==> config.mk <==
export PLATFORM = sky130hd
export DESIGN_NAME = token_packer
export DESIGN_NICKNAME = d
export VERILOG_FILES = /design/src/rtl/token_packer_pkg.sv /design/src/rtl/token_timeout_ctr.sv /design/src/rtl/token_packer.sv
export SDC_FILE = /design/constraint.sdc
export NUM_CORES = 1
export LEC_CHECK = 0
export BUFFER_PORTS_ARGS = -buffer_cell sky130_fd_sc_hd__buf_2
export CAP_MARGIN = 10
export CORE_ASPECT_RATIO = 1.1
export CORE_MARGIN = 1.5
export CORE_UTILIZATION = 30
export DETAILED_ROUTE_END_ITERATION = 10
export PLACE_DENSITY_LB_ADDON = 0.2
export SLEW_MARGIN = 20
export SYNTH_ARGS = -nofsm -noshare
export SYNTH_HDL_FRONTEND = slang
export SYNTH_SLANG_ARGS = --single-unit
==> constraint.sdc <==
create_clock -name i_clk -period 2.8 [get_ports i_clk]
set_clock_uncertainty 0.05 [all_clocks]
set_input_delay 0.56 -clock i_clk [delete_from_list [all_inputs] [get_ports i_clk]]
set_output_delay 0.56 -clock i_clk [all_outputs]
set_load 0.01 [all_outputs]
==> src/rtl/token_packer_pkg.sv <==
// ============================================================================
// token_packer_pkg : shared state encoding and character classes
// Rev 1.0
// ============================================================================
`default_nettype none

package token_packer_pkg;

    localparam int CHAR_BITS = 8;

    localparam logic [CHAR_BITS-1:0] c_CHAR_SP  = 8'h20;
    localparam logic [CHAR_BITS-1:0] c_CHAR_CR  = 8'h0D;
    localparam logic [CHAR_BITS-1:0] c_CHAR_LF  = 8'h0A;
    localparam logic [CHAR_BITS-1:0] c_LEGAL_LO = 8'h21;
    localparam logic [CHAR_BITS-1:0] c_LEGAL_HI = 8'h7E;

    typedef enum logic [1:0] {
        ST_IDLE  = 2'd0,
        ST_ACCUM = 2'd1,
        ST_EMIT  = 2'd2
    } state_t;

    function automatic logic is_delim(input logic [CHAR_BITS-1:0] c);
        return (c == c_CHAR_SP) || (c == c_CHAR_CR) || (c == c_CHAR_LF);
    endfunction

    function automatic logic is_legal(input logic [CHAR_BITS-1:0] c);
        return (c >= c_LEGAL_LO) && (c <= c_LEGAL_HI);
    endfunction

endpackage

`default_nettype wire

==> src/rtl/token_timeout_ctr.sv <==
// ============================================================================
// token_timeout_ctr : idle-cycle counter, expires on the last allowed idle cycle
// Rev 1.0
// ============================================================================
`default_nettype none

module token_timeout_ctr #(
    parameter int TIMEOUT_CYCLES = 1000
) (
    input  logic i_clk,
    input  logic i_reset_n,
    input  logic i_clr,
    input  logic i_en,
    output logic o_expire
);

    localparam int W = $clog2(TIMEOUT_CYCLES);
    // Count starts at 0 on the first idle cycle, so the (TIMEOUT_CYCLES-1)th idle cycle sees TIMEOUT_CYCLES-2.
    localparam logic [W-1:0] c_LAST = W'(TIMEOUT_CYCLES - 2);

    logic [W-1:0] cnt_q;

    assign o_expire = i_en && !i_clr && (cnt_q == c_LAST);

    always_ff @(posedge i_clk or negedge i_reset_n) begin
        if (!i_reset_n) begin
            cnt_q <= '0;
        end else if (i_clr) begin
            cnt_q <= '0;
        end else if (i_en) begin
            cnt_q <= cnt_q + 1'b1;
        end
    end

endmodule

`default_nettype wire

==> src/rtl/token_packer.sv <==
// ============================================================================
// token_packer : packs ASCII chars into fixed-width tokens split on delimiters
// Rev 1.0
// ============================================================================
`default_nettype none

module token_packer
    import token_packer_pkg::*;
#(
    parameter int O_A_NUM_BITS   = 24,
    parameter int I_U_NUM_BITS   = 4,
    parameter int TIMEOUT_CYCLES = 1000
) (
    input  logic                    i_clk,
    input  logic                    i_reset_n,
    input  logic                    i_char_vld,
    input  logic [CHAR_BITS-1:0]    i_char,
    output logic                    o_char_rdy,
    input  logic [I_U_NUM_BITS-1:0] i_u,
    output logic                    o_rdy,
    output logic [O_A_NUM_BITS-1:0] o_a,
    output logic [I_U_NUM_BITS-1:0] o_u,
    output logic                    o_trunc,
    output logic                    o_err
);

    localparam logic [7:0] c_N_CHARS = 8'(O_A_NUM_BITS / CHAR_BITS);

    state_t                  state_q;
    logic [O_A_NUM_BITS-1:0] tok_q;
    logic [7:0]              cnt_q;
    logic [I_U_NUM_BITS-1:0] u_tok_q;
    logic                    char_rdy_q;
    logic                    rdy_q;
    logic                    err_q;
    logic                    trunc_q;
    logic [O_A_NUM_BITS-1:0] a_q;
    logic [I_U_NUM_BITS-1:0] u_q;

    logic                    w_accept;
    logic                    w_delim;
    logic                    w_legal;
    logic [O_A_NUM_BITS-1:0] w_tok_shift;
    logic [7:0]              w_cnt_inc;
    logic                    w_timer_en;
    logic                    w_timer_clr;
    logic                    w_expire;

    assign w_accept    = i_char_vld && char_rdy_q;
    assign w_delim     = is_delim(i_char);
    assign w_legal     = is_legal(i_char);
    // Oldest chars fall off the top, leaving the rightmost N chars.
    assign w_tok_shift = (tok_q << CHAR_BITS) | O_A_NUM_BITS'(i_char);
    assign w_cnt_inc   = (cnt_q == 8'hFF) ? cnt_q : cnt_q + 8'd1;
    assign w_timer_en  = (state_q == ST_ACCUM) && !w_accept;
    assign w_timer_clr = (state_q != ST_ACCUM) || w_accept;

    token_timeout_ctr #(
        .TIMEOUT_CYCLES(TIMEOUT_CYCLES)
    ) u_timeout (
        .i_clk    (i_clk),
        .i_reset_n(i_reset_n),
        .i_clr    (w_timer_clr),
        .i_en     (w_timer_en),
        .o_expire (w_expire)
    );

    always_ff @(posedge i_clk or negedge i_reset_n) begin
        if (!i_reset_n) begin
            state_q    <= ST_IDLE;
            tok_q      <= '0;
            cnt_q      <= '0;
            u_tok_q    <= '0;
            char_rdy_q <= 1'b0;
            rdy_q      <= 1'b0;
            err_q      <= 1'b0;
            trunc_q    <= 1'b0;
            a_q        <= '0;
            u_q        <= '0;
        end else begin
            rdy_q      <= 1'b0;
            err_q      <= 1'b0;
            char_rdy_q <= 1'b1;
            case (state_q)
                ST_IDLE: begin
                    if (w_accept && w_legal) begin
                        tok_q   <= w_tok_shift;
                        cnt_q   <= 8'd1;
                        u_tok_q <= i_u;
                        state_q <= ST_ACCUM;
                    end else if (w_accept && !w_delim) begin
                        err_q <= 1'b1;
                    end
                end
                ST_ACCUM: begin
                    if (w_accept && w_legal) begin
                        tok_q <= w_tok_shift;
                        cnt_q <= w_cnt_inc;
                    end else if (w_accept && !w_delim) begin
                        err_q <= 1'b1;
                    end
                    if ((w_accept && w_delim) || w_expire) begin
                        state_q    <= ST_EMIT;
                        rdy_q      <= 1'b1;
                        a_q        <= tok_q;
                        u_q        <= u_tok_q;
                        trunc_q    <= (cnt_q > c_N_CHARS);
                        char_rdy_q <= 1'b0;
                    end
                end
                ST_EMIT: begin
                    state_q <= ST_IDLE;
                    tok_q   <= '0;
                    cnt_q   <= '0;
                end
                default: begin
                    state_q <= ST_IDLE;
                end
            endcase
        end
    end

    assign o_char_rdy = char_rdy_q;
    assign o_rdy      = rdy_q;
    assign o_err      = err_q;
    assign o_trunc    = trunc_q;
    assign o_a        = a_q;
    assign o_u        = u_q;

endmodule

`default_nettype wire

== After elaboration in Yosys (flattened, before gate mapping) ==
Index checks and enable logic that the tools add are counted.

* Bits of input ports: 15
* Logic and storage cells: 73
* Flip-flop bits (word level): 80
* Output and inout port bits: 32

* $add $sub $neg: 2
* $lt $le $gt $ge: 3
* Eq/ne operators: 13
* Reductions and logical operators: 25
* Multiplexer cells: 18
* Bitwise logic cells: 1

{| class="wikitable"
|+ Operator list
! cell !! count
|-
| $pmux W24 S2 || 1
|-
| $mux W24 || 1
|-
| $mux W8 || 3
|-
| $or A24 B8 Y24 || 1
|-
| $pmux W8 S3 || 1
|-
| $mux W10 || 2
|-
| $eq A8 B4 Y1 const B || 2
|-
| $add A10 B1 Y10 const B || 1
|-
| $eq A10 B10 Y1 const B || 1
|-
| $add A8 B1 Y8 const B || 1
|-
| $eq A8 B6 Y1 const B || 1
|-
| $eq A8 B8 Y1 const B || 1
|-
| $ge A8 B6 Y1 const B || 1
|-
| $gt A8 B2 Y1 const B || 1
|-
| $le A8 B7 Y1 const B || 1
|-
| $logic_and A1 B1 Y1 || 8
|-
| $ne A2 B1 Y1 const B || 4
|-
| $reduce_and A2 Y1 || 4
|-
| $mux W1 || 7
|-
| $logic_or A1 B1 Y1 || 4
|-
| $mux W2 || 2
|-
| $ne A2 B2 Y1 const B || 2
|-
| $pmux W2 S2 || 1
|-
| $reduce_and A4 Y1 || 1
|-
| other kinds (7) || 10
|}

== Longest topological paths before layout ==
Gate-level depths: netlist (run 1).

* Depth in word-level cells: 8
* Gate-level depth with buffers: 8
* Gate-level depth less buffers: 7

== Modules after synthesis ==
From an unflattened synthesis (run 1), not the netlist that was laid out.

* Cells, all modules: 325
* Area, all modules: 3684.8 um2

{| class="wikitable"
|+ By module, submodules not included
! module !! cells an instance !! seq. area each (um2) !! area an instance (um2) !! instances
|-
| token_packer || 274 || 1751.7 || 3169.3 || 1
|-
| token_timeout_ctr || 51 || 250.2 || 515.5 || 1
|}

== Worst setup path before layout (run 1) ==
Ideal clock, no wire load.

* Path type: in2reg
* From: input i_char[3]
* To: register tok_q[0]
* Slack: 0.728 ns
* Cell stages on the path: 6
* Required time: 2.625 ns
* Arrival time: 1.897 ns
* Path through: nor4_4 > a21o_2 > a21boi_2 > mux2i_4 > buf_6 > mux2_2

* Cells in the longest elaborated chain, start to end: 5
* Elaborated cells on any way between the ends: 6

{| class="wikitable"
|+ Ends and longest elaborated chain
! item !! line !! source
|-
| from (decl) || token_packer.sv:17 || <nowiki>input logic [CHAR_BITS-1:0] i_char,</nowiki>
|-
| $ge A8 B6 Y1 or $le A8 B7 Y1 (tied branches) || token_packer_pkg.sv:28 || <nowiki>return (c >= c_LEGAL_LO) && (c <= c_LEGAL_HI);</nowiki>
|-
| $logic_and A1 B1 Y1 * || token_packer_pkg.sv:28 ||
|-
| $logic_and A1 B1 Y1 * || token_packer.sv:86, token_packer.sv:96 ||
|-
| $ne A2 B1 Y1 (no line) * || -- ||
|-
| $reduce_and A2 Y1 (no line) * || -- ||
|-
| to (signal assigned) || token_packer.sv:87 || <nowiki>tok_q <= w_tok_shift;</nowiki>
|-
| to (signal assigned) || token_packer.sv:97 || <nowiki>tok_q <= w_tok_shift;</nowiki>
|-
| to (decl) || token_packer.sv:30 || <nowiki>logic [O_A_NUM_BITS-1:0] tok_q;</nowiki>
|}

Mark *: on every way between the ends. The rest lies on a longest branch, timed or not.
A chain may end at the register's enable or synchronous reset.

== Final worst setup path (run 1) ==
* From: register state_q[1]
* To: register tok_q[16]

* Cells in the longest elaborated chain, start to end: 4
* Elaborated cells on any way between the ends: 8

{| class="wikitable"
|+ Ends and longest elaborated chain
! item !! line !! source
|-
| from (decl) || token_packer.sv:29 || <nowiki>state_t state_q;</nowiki>
|-
| from (signal assigned) || token_packer.sv:70 || <nowiki>state_q <= ST_IDLE;</nowiki>
|-
| from (signal assigned) || token_packer.sv:90 || <nowiki>state_q <= ST_ACCUM;</nowiki>
|-
| from (signal assigned) || token_packer.sv:103 || <nowiki>state_q <= ST_EMIT;</nowiki>
|-
| $eq A2 B1 Y1 or $logic_not A2 Y1 (tied branches) || token_packer.sv:84 || <nowiki>case (state_q)</nowiki>
|-
| $reduce_or A2 Y1 (no line) || -- ||
|-
| $ne A2 B1 Y1 (no line) or $reduce_bool A2 Y1 (tied branches) || -- ||
|-
| $reduce_and A2 Y1 (no line) || -- ||
|}

Several ways; a longest one is shown, not always the timed one.

==> results by group, run 1 <==
Status
  • Status: completed

GRT
  • First-pass GRT wire length: between 10000 and 15000 um
  • All-layer global routing usage: between 10% and 20%
  • Overall overflow remaining after global route: 0
  • Pin count of the biggest net entering global routing: 29
  • Number of antenna violations at the first check in global routing: 0
  • Number of global-route vias before repair: 2543

Route
  • Length of routed met2 wiring: 3740 um
  • Via density per instance: 4.91
  • DRC errors left: 0
  • WL per Instance: around 15 um
  • Highest routing layer actually used: met4
  • Met3 Routed Length: 316 um
  • First drt pass iteration count: 4
  • Violation count after the first detailed-routing iteration: about 130
  • Via count: 2528
  • Met1 Wirelength: 3670 um
  • Count of nets left with antenna violations after detail routing: 0
  • Total routed wirelength: 7840 um

Critical path
  • Arrival @ worst endpoint: 2.44 ns
  • Cells along the critical path: inv_1, ha_1, buf_4, nor2_1, mux2i_4, buf_4, mux2_2
  • Critical path data required time: 2.97 ns
  • Dominant delay contributor by cell family on the critical path: multiplexers
  • Delay of the slowest cell on the worst path: between 0.3 and 0.4 ns
  • Critical-path maximum fanout: 24
  • Worst Path Buf+Inv: 3
  • Setup crit end kind: flip-flop
  • Setup CP Type: flip-flop to flip-flop
  • Nature of the critical path startpoint: flip-flop
  • Critical Path Slowest Stage Cell: sky130_fd_sc_hd__mux2_2
  • CP dominant cell by count: sky130_fd_sc_hd__buf_4

Power and ir drop
  • Overall Power: 3.47 mW
  • Ratio of total power to cell area: 776 mW/mm^2
  • VDD IR max: roughly 0.33 mV
  • Static leakage: 2.16 nW

Cells and area
  • Area overhead of the layout relative to synthesis: 19.2%
  • Commonest cells after routing, fill and taps aside: sky130_fd_sc_hd__dfrtp_1, sky130_fd_sc_hd__mux2_2, sky130_fd_sc_hd__buf_2, sky130_fd_sc_hd__nor2b_1, sky130_fd_sc_hd__nor2_1
  • Fraction of layout cells with a size suffix above 1: a little over a third
  • Most common library cell in the layout ignoring fill and taps: sky130_fd_sc_hd__dfrtp_1
  • Number of diodes added for antenna fixing: 0
  • Net total in the final layout: about 380

Hold path
  • Class of the tightest hold or removal check: input port to asynchronous set/reset pin

Place
  • Post-detailed-placement half-perimeter wirelength: 5630 um
  • Final estimated routing congestion in global placement: 0.781
  • Buffers on Ports: 46

Floorplan
  • Standard cell core area: around 0.012 mm^2
  • Top Ports: 47
  • Die extent in x: around 110 um
  • Vert. Die Dim: 120 um
  • Overall die area: 0.0132 mm^2
  • Starting Density: 30.9%
  • Std-Cell Rows: 42

STA
  • Slew Limit Headroom: between 60 and 70%
  • Post-Route Setup TNS: 0 ns
  • Worst-Margin Slew: around 0.6 ns
  • Worst slack on hold paths: 0.0841 ns
  • Unrepaired setup endpoints after global routing: false
  • Finish-stage setup viols: 0
  • Share of the clock period used by the worst path: 81.0%
  • Final hold violation count: 0
  • Max Slew Vio Count: 0
  • Highest attainable clock frequency: 441 MHz
  • Shortest clock period the worst path allows after layout: 2.27 ns

Clock network
  • Hold-fix buffers at CTS: 0
  • Number of sinks on the clock net: 80
  • Maximum buffer depth of the clock tree: 2
  • H-tree depth: 3
  • Post-CTS Repair Setup Buffers: 0
  • Cts bufs inserted: 9
  • CTS tree: yes
  • Cell at the root of the clock tree: sky130_fd_sc_hd__clkbuf_16
  • Clock Latency Late Sink: 0.34 ns
  • Clock Pin Slew Worst Setup and Hold Paths: 0.06 ns
  • Post_cts resized: 0

Synth
  • Top cells by area, synth: sky130_fd_sc_hd__dfrtp_1, sky130_fd_sc_hd__mux2_2, sky130_fd_sc_hd__nor2b_1
  • Gate count of the mapped netlist: 301
  • Number of distinct library cells after synthesis: 54
  • Register bit count reported by yosys: 80
  • Synthesized area per cell: 12.5 um^2
  • Yosys top cell by area: sky130_fd_sc_hd__dfrtp_1
  • Post-synthesis sequential area ratio: 53.3%
  • Flip-flop cell with the highest count after synthesis: sky130_fd_sc_hd__dfrtp_1
  • Share of the synthesized area in the top cell type: 53.3%
  • Netlist area before placement: between 0.003 and 0.004 mm^2
  • Synthesized Nets: ~320
  • YS warnings: 0
  • Number of enable flip-flop cells after synthesis: 0
  • Share of flip-flops with an asynchronous set or reset after synthesis: 100%

Job
  • Number of max-capacitance violations reported: 0
==> cells in the mapped netlist (2+ instances only) <==
master	number
sky130_fd_sc_hd__and3_1	5
sky130_fd_sc_hd__dfrtp_1	80
sky130_fd_sc_hd__a21oi_1	6
sky130_fd_sc_hd__nor4_4	2
sky130_fd_sc_hd__xor2_1	5
sky130_fd_sc_hd__o2111a_1	2
sky130_fd_sc_hd__nor3_1	3
sky130_fd_sc_hd__mux2_2	52
sky130_fd_sc_hd__a211o_1	3
sky130_fd_sc_hd__nor2b_1	23
sky130_fd_sc_hd__and4_1	2
sky130_fd_sc_hd__a21o_1	2
sky130_fd_sc_hd__nand3_1	8
sky130_fd_sc_hd__mux2_1	3
sky130_fd_sc_hd__or4_1	3
sky130_fd_sc_hd__a21oi_2	2
sky130_fd_sc_hd__inv_1	9
sky130_fd_sc_hd__o21ai_0	5
sky130_fd_sc_hd__clkbuf_1	4
sky130_fd_sc_hd__nand4_1	4
sky130_fd_sc_hd__buf_6	5
sky130_fd_sc_hd__or3_1	2
sky130_fd_sc_hd__and3b_1	2
sky130_fd_sc_hd__ha_1	6
sky130_fd_sc_hd__and2_1	3
sky130_fd_sc_hd__nor2_1	14
sky130_fd_sc_hd__nor3b_1	2
sky130_fd_sc_hd__nand2b_1	3
sky130_fd_sc_hd__nand2_1	11
sky130_fd_sc_hd__nor4_1	6
==> power breakdown <==
group          switching (mW)  total (mW)  leakage (nW)  internal (mW)
clock                   0.467        1.17         0.137          0.708
combinational           0.346       0.707         0.972          0.361
sequential              0.183        1.59          1.05           1.41
==> flip-flops by register name, indices dropped and copies added, names as in the netlist <==
name	count
u_tok_q	4
cnt_q	8
o_a	24
u_timeout.cnt_q	10
state_q	2
tok_q	24
o_char_rdy	1
o_trunc	1
o_err	1
o_u	4
o_rdy	1
==> layout make-up <==
class                      count  area, um^2
fill                        1206        7660
sequential                    80        2000
multi-input combinational    203        1660
timing repair buffer          54         293
clock buffer                  10         239
tap                          154         193
clock inverter                 5        57.6
inverter                       9        33.8
==> worst reg2reg max path: cells and delay by family, from the launching register on <==
family        cells  cell delay, ns
fa+ha+maj         1            0.19
mux               2            0.66
simple gates      1            0.28
flops             1            0.37
buf+inv           3            0.60
==> stage by stage <==
stage | instance area, um^2 | setup slack (ns) | instances | util, %
3_5_place_dp | 4180 | 0.406 | 500 | 34.4
2_1_floorplan | 3750 | 0.728 | 301 | -
6_report | 4470 | 0.533 | 515 | 36.9
3_3_place_gp | 4180 | 0.439 | 500 | 34.4
5_1_grt | 4470 | 0.388 | 515 | 36.9
4_1_cts | 4470 | 0.529 | 515 | 36.9
==> cell families after synthesis <==
group	synth area share, %
muxes	17.4
AOI/OAI and AO/OA	7.76
and+or+nand+nor	15.4
DFF	53.3
buffers and inverters	2.80
adders and majority gates	2.00
xor gates and xnor gates	1.40
==> final timing paths <==
check                                start  cells after the start         end  slack, ns
max in group asynchronous        i_reset_n                      2  u_tok_q[1]       2.02
worst min-delay path             i_reset_n                      1    tok_q[5]       0.08
worst min register to register     o_trunc                      2     o_trunc       0.43
min in group i_clk                  i_u[2]                      2  u_tok_q[2]       0.41
worst max-delay path            state_q[1]                      7   tok_q[16]       0.53
worst max register to register  state_q[1]                      7   tok_q[16]       0.53
==> metal layers <==
layer / up-vias / track usage, %
met5: - / 0
met2: 46 / 20.4
met3: 9 / 4.10
li1: 1204 / -
met4: 0 / 4.38
met1: 1269 / 17.0
(Power assumes the default switching activity.)
==> run 2: changes to the inputs <==
--- a/config.mk
+++ b/config.mk
@@ -5,6 +5,7 @@
 export SDC_FILE = /design/constraint.sdc
 export NUM_CORES = 1
 export LEC_CHECK = 0
+export ABC_AREA = 1
 export BUFFER_PORTS_ARGS = -buffer_cell sky130_fd_sc_hd__buf_2
 export CAP_MARGIN = 10
 export CORE_ASPECT_RATIO = 1.1
==> constraint.sdc (replaced) <==
create_clock -name i_clk -period 1.9 [get_ports i_clk]
set_clock_uncertainty 0.05 [all_clocks]
set_input_delay 0.38 -clock i_clk [delete_from_list [all_inputs] [get_ports i_clk]]
set_output_delay 0.38 -clock i_clk [all_outputs]
set_load 0.01 [all_outputs]
==> run 2 against run 1 <==
Effect of this change:
- routed wire length is 11% higher
- highest routed layer unchanged
- synthesized cell count is 48% higher
- critical path type unchanged
- worst setup slack worse by 0.39 ns
- via count increased by 20%
- final cell count grew 28%
==> results by group, run 2 <==
GRT
  • Number of antenna violations at the first check in global routing: 0 (unchanged)
  • Number of global-route vias before repair: 3049 (was 2543)
  • Overall overflow remaining after global route: 0 (unchanged)
  • Pin count of the biggest net entering global routing: 39 (was 29)
  • First-pass GRT wire length: 14600 um (was 13000 um)
  • All-layer global routing usage: 14.4% (was 13.1%)

Route
  • Via density per instance: 4.60 (was 4.91)
  • Count of nets left with antenna violations after detail routing: 0 (unchanged)
  • Total routed wirelength: 8690 um (was 7840 um)
  • Met1 Wirelength: 3880 um (was 3670 um)
  • Via count: 3026 (was 2528)
  • DRC errors left: 0 (unchanged)
  • First drt pass iteration count: 5 (was 4)
  • Length of routed met2 wiring: 4330 um (was 3740 um)
  • Met3 Routed Length: 292 um (was 316 um)
  • Highest routing layer actually used: met4 (unchanged)
  • WL per Instance: 13.2 um (was 15.2 um)
  • Violation count after the first detailed-routing iteration: 131 (was 127)

Critical path
  • Nature of the critical path startpoint: flip-flop (unchanged)
  • Number of cells traversed by the worst register-to-register path: 10 (was 7)
  • Startpoint of the worst-slack reg-to-reg timing path: state_q[1] (unchanged)
  • Arrival @ worst endpoint: 1.93 ns (was 2.44 ns)
  • Setup CP Type: flip-flop to flip-flop (unchanged)
  • Cells along the critical path: inv_1, ha_2, inv_4, nor2_4, nand4_2, nand2_2, nand2_4, buf_4, nand2_1, o21ai_2 (was inv_1, ha_1, buf_4, nor2_1, mux2i_4, buf_4, mux2_2)
  • Critical Path Slowest Stage Cell: sky130_fd_sc_hd__dfrtp_1 (was sky130_fd_sc_hd__mux2_2)
  • First element of the critical path: state_q[1] (unchanged)
  • Critical path data required time: 2.07 ns (was 2.97 ns)
  • Critical-path maximum fanout: 26 (was 24)
  • Worst-case register-to-register setup slack: 0.14 ns (was 0.53 ns)
  • Dominant delay contributor by cell family on the critical path: simple AND/OR/NAND/NOR gates (was multiplexers)
  • Setup crit end kind: flip-flop (unchanged)
  • Delay of the slowest cell on the worst path: 0.39 ns (was 0.38 ns)
  • Worst Path Buf+Inv: 3 (unchanged)
  • Path length in cells of the critical path: 10 (was 7)
  • Reg-to-Reg End: o_a[1] (was tok_q[16])

Synth
  • Most frequent cell after synthesis: sky130_fd_sc_hd__nand2_1 (was sky130_fd_sc_hd__dfrtp_1)
  • Share of flip-flops with an asynchronous set or reset after synthesis: 100% (unchanged)
  • Register bit count reported by yosys: 80 (unchanged)
  • Synthesized Nets: 465 (was 322)
  • Most frequent cells after synthesis: sky130_fd_sc_hd__nand2_1, sky130_fd_sc_hd__dfrtp_1, sky130_fd_sc_hd__inv_1 (was sky130_fd_sc_hd__dfrtp_1, sky130_fd_sc_hd__mux2_2, sky130_fd_sc_hd__nor2b_1)
  • Yosys top cell by area: sky130_fd_sc_hd__dfrtp_1 (unchanged)
  • Top cells by area, synth: sky130_fd_sc_hd__dfrtp_1, sky130_fd_sc_hd__nand2_1, sky130_fd_sc_hd__nand3_1 (was sky130_fd_sc_hd__dfrtp_1, sky130_fd_sc_hd__mux2_2, sky130_fd_sc_hd__nor2b_1)
  • Netlist area before placement: 0.00379 mm^2 (was 0.00375 mm^2)
  • Number of distinct library cells after synthesis: 26 (was 54)
  • Post-synthesis sequential area ratio: 52.9% (was 53.3%)
  • Number of enable flip-flop cells after synthesis: 0 (unchanged)
  • YS warnings: 0 (unchanged)
  • Flip-flop cell with the highest count after synthesis: sky130_fd_sc_hd__dfrtp_1 (unchanged)
  • Share of the synthesized area in the top cell type: 52.9% (was 53.3%)
  • Synthesized area per cell: 8.53 um^2 (was 12.5 um^2)
  • Gate count of the mapped netlist: 444 (was 301)

STA
  • Shortest clock period the worst path allows after layout: 1.76 ns (was 2.27 ns)
  • Worst-Margin Slew: 0.552 ns (was 0.589 ns)
  • Slew Limit Headroom: 63.2% (was 60.4%)
  • Unrepaired setup endpoints after global routing: false (unchanged)
  • Final hold violation count: 0 (unchanged)
  • Share of the clock period used by the worst path: 92.6% (was 81.0%)
  • Highest attainable clock frequency: 568 MHz (was 441 MHz)
  • Finish-stage setup viols: 0 (unchanged)
  • Post-Route Setup TNS: 0 ns (unchanged)
  • Max Slew Vio Count: 0 (unchanged)

Job
  • Number of max-capacitance violations reported: 0 (unchanged)

Clock network
  • Clock Latency Late Sink: 0.34 ns (about the same)
  • Cts bufs inserted: 9 (unchanged)
  • CTS tree: yes (unchanged)
  • H-tree depth: 3 (unchanged)
  • Number of sinks on the clock net: 80 (unchanged)
  • Maximum buffer depth of the clock tree: 2 (unchanged)
  • Cell at the root of the clock tree: sky130_fd_sc_hd__clkbuf_16 (unchanged)
  • Clock Pin Slew Worst Setup and Hold Paths: 0.06 ns (about the same)
  • Post-CTS Repair Setup Buffers: 0 (unchanged)

Floorplan
  • Die extent in x: 110 um (about the same)
  • Top Ports: 47 (unchanged)
  • Vert. Die Dim: 121 um (was 120 um)
  • Overall die area: 0.0133 mm^2 (was 0.0132 mm^2)
  • Starting Density: 31.1% (was 30.9%)
  • Std-Cell Rows: 42 (unchanged)
  • Standard cell core area: 0.0122 mm^2 (was 0.0121 mm^2)

Cells and area
  • Most common library cell in the layout ignoring fill and taps: sky130_fd_sc_hd__nand2_1 (was sky130_fd_sc_hd__dfrtp_1)
  • Area of the multi-input gates: 0.00150 mm^2 (was 0.00166 mm^2)
  • Number of diodes added for antenna fixing: 0 (unchanged)
  • Number of fill cells in the layout: 1277 (was 1206)
  • Post-layout util: 37.2% (was 36.9%)
  • Commonest cells after routing, fill and taps aside: sky130_fd_sc_hd__nand2_1, sky130_fd_sc_hd__dfrtp_1, sky130_fd_sc_hd__buf_2, sky130_fd_sc_hd__inv_1, sky130_fd_sc_hd__nand3_1 (was sky130_fd_sc_hd__dfrtp_1, sky130_fd_sc_hd__mux2_2, sky130_fd_sc_hd__buf_2, sky130_fd_sc_hd__nor2b_1, sky130_fd_sc_hd__nor2_1)
  • Net total in the final layout: 520 (was 378)
  • Final standard cell area without fillers: 0.00454 mm^2 (was 0.00447 mm^2)
  • Fraction of layout cells with a size suffix above 1: 21.2% (was 36.3%)
  • Area overhead of the layout relative to synthesis: 19.9% (was 19.2%)
  • Storage cell area: 0.00200 mm^2 (unchanged)

Power and ir drop
  • Sw frac: 30.7% (was 28.7%)
  • Psw: 1.58 mW (was 996 uW)
  • Static leakage: 2.39 nW (was 2.16 nW)
  • Clock power share: 36.6% (was 33.8%)
  • Part of the power in combinational logic: 20.1% (was 20.4%)
  • Sequential fraction of design power: 43.3% (was 45.8%)
  • VDD IR max: 0.382 mV (was 0.333 mV)
  • Total internal power: 3.57 mW (was 2.48 mW)
  • Ratio of total power to cell area: 1130 mW/mm^2 (was 776 mW/mm^2)

Hold path
  • Hold endpoint: u_tok_q[0]
  • Launch instance of the worst min-delay path: i_u[0]
  • Worst Hold Path Cells: 3
  • Class of the tightest hold or removal check: input port to flip-flop (was input port to asynchronous set/reset pin)

Place
  • Final estimated routing congestion in global placement: 0.817 (was 0.781)
  • Post-detailed-placement half-perimeter wirelength: 6240 um (was 5630 um)
  • Area post-placement: 0.00420 mm^2 (was 0.00418 mm^2)
  • Buffers on Ports: 46 (unchanged)

Status
  • Status: completed (unchanged)
==> run 2: worst reg2reg max path: stages (launching register included) <==
cell and delay (ns):
sky130_fd_sc_hd__dfrtp_1 0.39, sky130_fd_sc_hd__inv_1 0.08, sky130_fd_sc_hd__ha_2 0.25, sky130_fd_sc_hd__inv_4 0.06
sky130_fd_sc_hd__nor2_4 0.11, sky130_fd_sc_hd__nand4_2 0.11, sky130_fd_sc_hd__nand2_2 0.13, sky130_fd_sc_hd__nand2_4 0.05
sky130_fd_sc_hd__buf_4 0.23, sky130_fd_sc_hd__nand2_1 0.12, sky130_fd_sc_hd__o21ai_2 0.05
==> run 2: layout make-up <==
type / instances / share of cell area, %
clock inverter: 5 / 1.76
tap: 154 / 4.24
clock buffer: 11 / 5.35
timing repair buffer: 59 / 7.88
multi-input combinational: 305 / 32.9
inverter: 44 / 3.75
sequential: 80 / 44.1
==> run 2: logic make-up (layout without fill, tap and decap cells) <==
| group | Yosys count | after routing | share of synthesized area [%] |
|---|---|---|---|
| compound gates | 41 | 41 | 7.01 |
| buf+inv | 59 | 119 | 7.77 |
| flops | 80 | 80 | 52.9 |
| simple gates | 258 | 258 | 30.4 |
| fa+ha+maj | 6 | 6 | 1.98 |
==> run 2: worst max-delay path by stage <==
stage           endpoint  slack, ns
4_1_cts           o_a[1]       0.08
5_1_grt        tok_q[15]      0.005
3_5_place_dp      o_a[1]       0.11
2_1_floorplan     o_a[7]       0.27
6_report          o_a[1]       0.14
3_3_place_gp   tok_q[15]       0.16
==> run 2: power by group through the flow <==
stage | Sequential (mW) | Combinational [mW] | Clock, mW
floorplan | 2.22 | 0.703 | 0
global placement | 2.26 | 1.03 | 0
detailed placement | 2.27 | 1.05 | 0
CTS | 2.24 | 1.06 | 1.92
global route | 2.28 | 1.19 | 1.99
finish | 2.23 | 1.03 | 1.88
==> run 2: what timing repair did <==
action	CTS	global route
resized for setup	0	2
hold endpoints to repair	2	0
hold buffers	1	0
setup endpoints to repair	0	40
==> run 2: per-layer routing <==
| layer | up-vias | global-route usage [%] |
|---|---|---|
| met5 | - | 0 |
| met4 | 0 | 6.01 |
| met3 | 19 | 3.02 |
| met2 | 48 | 24.1 |
| met1 | 1418 | 17.7 |
| li1 | 1541 | - |
==> run 2: stage by stage <==
step	power (mW)	hold slack (ns)	worst slack (ns)	cells
final	5.15	0.204	0.141	658
after floorplan	2.92	0.0344	0.273	444
after global routing	5.47	0.220	0.00453	658
after CTS	5.21	0.190	0.0776	658
after detailed placement	3.31	0.357	0.106	641
after global placement	3.29	0.354	0.162	641
==> run 3: changes to the inputs <==
--- a/config.mk
+++ b/config.mk
@@ -11,8 +11,10 @@
 export CORE_ASPECT_RATIO = 1.1
 export CORE_MARGIN = 1.5
 export CORE_UTILIZATION = 30
+export CTS_CLUSTER_DIAMETER = 60
 export DETAILED_ROUTE_END_ITERATION = 10
 export PLACE_DENSITY_LB_ADDON = 0.2
+export RECOVER_POWER = 50
 export SLEW_MARGIN = 20
 export SYNTH_ARGS = -nofsm -noshare
 export SYNTH_HDL_FRONTEND = slang
==> run 3 against run 2 <==
Effect of this change:
- sequential power about the same
- largest power group unchanged
- final cell count did not move
- sequential share of layout area rose by 0.21 points
- register-to-register slack hardly changed
- core utilization fell by 0.17 points
- highest routed layer unchanged
==> results by group, run 3 (synthesis gave the netlist of run 2 again) <==
Status
  • Status: completed (unchanged)

STA
  • Max Slew Vio Count: 0 (unchanged)
  • Worst-Margin Slew: 1.07 ns (was 0.552 ns)
  • Finish-stage setup viols: 0 (unchanged)
  • Shortest clock period the worst path allows after layout: 1.76 ns (about the same)
  • Post-Route Setup TNS: 0 ns (unchanged)
  • Slew Limit Headroom: 28.6% (was 63.2%)
  • Worst slack on hold paths: 0.204 ns (about the same)
  • Unrepaired setup endpoints after global routing: false (unchanged)
  • Highest attainable clock frequency: 568 MHz (about the same)
  • Share of the clock period used by the worst path: 92.6% (about the same)
  • Final hold violation count: 0 (unchanged)

Cells and area
  • Final standard cell area without fillers: 0.00452 mm^2 (was 0.00454 mm^2)
  • Most common library cell in the layout ignoring fill and taps: sky130_fd_sc_hd__nand2_1 (unchanged)
  • Commonest cells after routing, fill and taps aside: sky130_fd_sc_hd__nand2_1, sky130_fd_sc_hd__dfrtp_1, sky130_fd_sc_hd__inv_1, sky130_fd_sc_hd__nand3_1, sky130_fd_sc_hd__nor2_1 (was sky130_fd_sc_hd__nand2_1, sky130_fd_sc_hd__dfrtp_1, sky130_fd_sc_hd__buf_2, sky130_fd_sc_hd__inv_1, sky130_fd_sc_hd__nand3_1)
  • Net total in the final layout: 520 (unchanged)
  • Number of fill cells in the layout: 1287 (was 1277)
  • Fraction of layout cells with a size suffix above 1: 18.3% (was 21.2%)
  • Area of the multi-input gates: 0.00150 mm^2 (unchanged)
  • Area overhead of the layout relative to synthesis: 19.4% (was 19.9%)
  • Number of diodes added for antenna fixing: 0 (unchanged)
  • Post-route insts no fill: 658 (unchanged)
  • Storage cell area: 0.00200 mm^2 (unchanged)

Route
  • First drt pass iteration count: 5 (unchanged)
  • Violation count after the first detailed-routing iteration: 125 (was 131)
  • Total routed wirelength: 8710 um (was 8690 um)
  • Count of nets left with antenna violations after detail routing: 0 (unchanged)
  • Via count: 3033 (was 3026)
  • DRC errors left: 0 (unchanged)
  • Via density per instance: 4.61 (was 4.60)
  • WL per Instance: 13.2 um (about the same)

Critical path
  • Setup CP Type: flip-flop to flip-flop (unchanged)
  • Nature of the critical path startpoint: flip-flop (unchanged)
  • Setup crit end kind: flip-flop (unchanged)
  • Arrival @ worst endpoint: 1.93 ns (about the same)
  • Critical path data required time: 2.07 ns (about the same)
  • Number of cells traversed by the worst register-to-register path: 10 (unchanged)
  • Critical-path maximum fanout: 26 (unchanged)

Place
  • Area post-placement: 0.00420 mm^2 (unchanged)
  • Final estimated routing congestion in global placement: 0.817 (unchanged)
  • # placed instances: 641 (unchanged)
  • Post-detailed-placement half-perimeter wirelength: 6240 um (unchanged)
  • Buffers on Ports: 46 (unchanged)

Clock network
  • Maximum buffer depth of the clock tree: 2 (unchanged)
  • Post-CTS Repair Setup Buffers: 0 (unchanged)
  • Number of sinks on the clock net: 80 (unchanged)
  • H-tree depth: 3 (unchanged)
  • Clock Pin Slew Worst Setup and Hold Paths: 0.06 ns (about the same)
  • Clock Latency Late Sink: 0.34 ns (about the same)
  • Cts bufs inserted: 9 (unchanged)
  • CTS tree: yes (unchanged)
  • Cell at the root of the clock tree: sky130_fd_sc_hd__clkbuf_16 (unchanged)

GRT
  • Pin count of the biggest net entering global routing: 39 (unchanged)
  • Number of global-route vias before repair: 3049 (unchanged)
  • Overall overflow remaining after global route: 0 (unchanged)
  • All-layer global routing usage: 14.4% (unchanged)
  • Number of antenna violations at the first check in global routing: 0 (unchanged)
  • First-pass GRT wire length: 14600 um (unchanged)

Floorplan
  • Top Ports: 47 (unchanged)
  • Starting Density: 31.1% (unchanged)
  • Die extent in x: 110 um (unchanged)
  • Overall die area: 0.0133 mm^2 (unchanged)
  • Vert. Die Dim: 121 um (unchanged)
  • Standard cell core area: 0.0122 mm^2 (unchanged)
  • Std-Cell Rows: 42 (unchanged)

Power and ir drop
  • Sequential fraction of design power: 43.4% (was 43.3%)
  • Clock power share: 36.6% (about the same)
  • Sw frac: 30.7% (about the same)
  • Ratio of total power to cell area: 1140 mW/mm^2 (was 1130 mW/mm^2)
  • Part of the power in combinational logic: 20.0% (was 20.1%)
  • VDD IR max: 0.382 mV (about the same)
  • Psw: 1.58 mW (about the same)
  • Total internal power: 3.56 mW (was 3.57 mW)
  • Static leakage: 2.32 nW (was 2.39 nW)

Hold path
  • Worst Hold Path Cells: 3 (unchanged)
  • Class of the tightest hold or removal check: input port to flip-flop (unchanged)

Job
  • Number of max-capacitance violations reported: 0 (unchanged)
-- run 3: changes by cell type in the layout (fill, tap and decap cells not counted), sizes merged --
cell,previous run,this run
buf,58,42
clkbuf,11,27
-- run 3: path summary, 6_finish.rpt --
check | end | startpoint | slack, ns
setup / recovery | o_a[1] | state_q[1] | 0.14
max in group asynchronous | o_u[2] | i_reset_n | 0.39
hold / removal | u_tok_q[0] | i_u[0] | 0.20
hold reg to reg | o_a[11] | o_a[11] | 0.42
setup reg to reg | o_a[1] | state_q[1] | 0.14
min in group asynchronous | o_a[14] | i_reset_n | 0.72
-- run 3: repair_timing --
| action | CTS | global route |
|---|---|---|
| hold buffers | 1 | 0 |
| endpoints found under the hold margin | 2 | 0 |
| setup endpoints to repair | 0 | 40 |
| gates resized for setup | 0 | 2 |
-- run 3: per-stage QoR --
step	worst slack [ns]	util, %	total power, mW
after floorplan	0.273	-	2.92
after global placement	0.162	34.5	3.29
after detailed placement	0.106	34.5	3.31
after CTS	0.0776	37.2	5.21
after global routing	0.00453	37.1	5.46
final	0.140	37.1	5.14
-- run 3: power groups by stage --
stage                     Combinational, mW  Clock [mW]  Sequential, mW
final                                  1.03        1.88            2.23
after global routing                   1.18        1.99            2.29
after CTS                              1.06        1.92            2.24
after detailed placement               1.05           0            2.27
after global placement                 1.03           0            2.26
after floorplan                       0.703           0            2.22
-- run 3: routing by layer --
metal / track usage (%) / part of all wire, % / vias to the layer above
li1: - / - / 1541
met1: 17.7 / 45 / 1425
met2: 24.1 / 50 / 48
met3: 3.02 / 3.4 / 19
met4: 6.01 / 2.1 / 0
met5: 0 / 0 / -
-- run 3: layout make-up --
type / instances / share of cell area [%]
tap: 154 / 4.26
timing repair buffer: 59 / 7.45
inverter: 44 / 3.77
clock inverter: 5 / 1.77
multi-input combinational: 305 / 33.1
sequential: 80 / 44.3
clock buffer: 11 / 5.37
-- run 3: worst max-delay path, stage by stage, from the launching register on --
cell                      delay (ns)
sky130_fd_sc_hd__dfrtp_1        0.39
sky130_fd_sc_hd__inv_1          0.08
sky130_fd_sc_hd__ha_2           0.25
sky130_fd_sc_hd__inv_4          0.06
sky130_fd_sc_hd__nor2_4         0.11
sky130_fd_sc_hd__nand4_2        0.11
sky130_fd_sc_hd__nand2_2        0.13
sky130_fd_sc_hd__nand2_4        0.05
sky130_fd_sc_hd__buf_4          0.23
sky130_fd_sc_hd__nand2_1        0.11
sky130_fd_sc_hd__o21ai_2        0.05
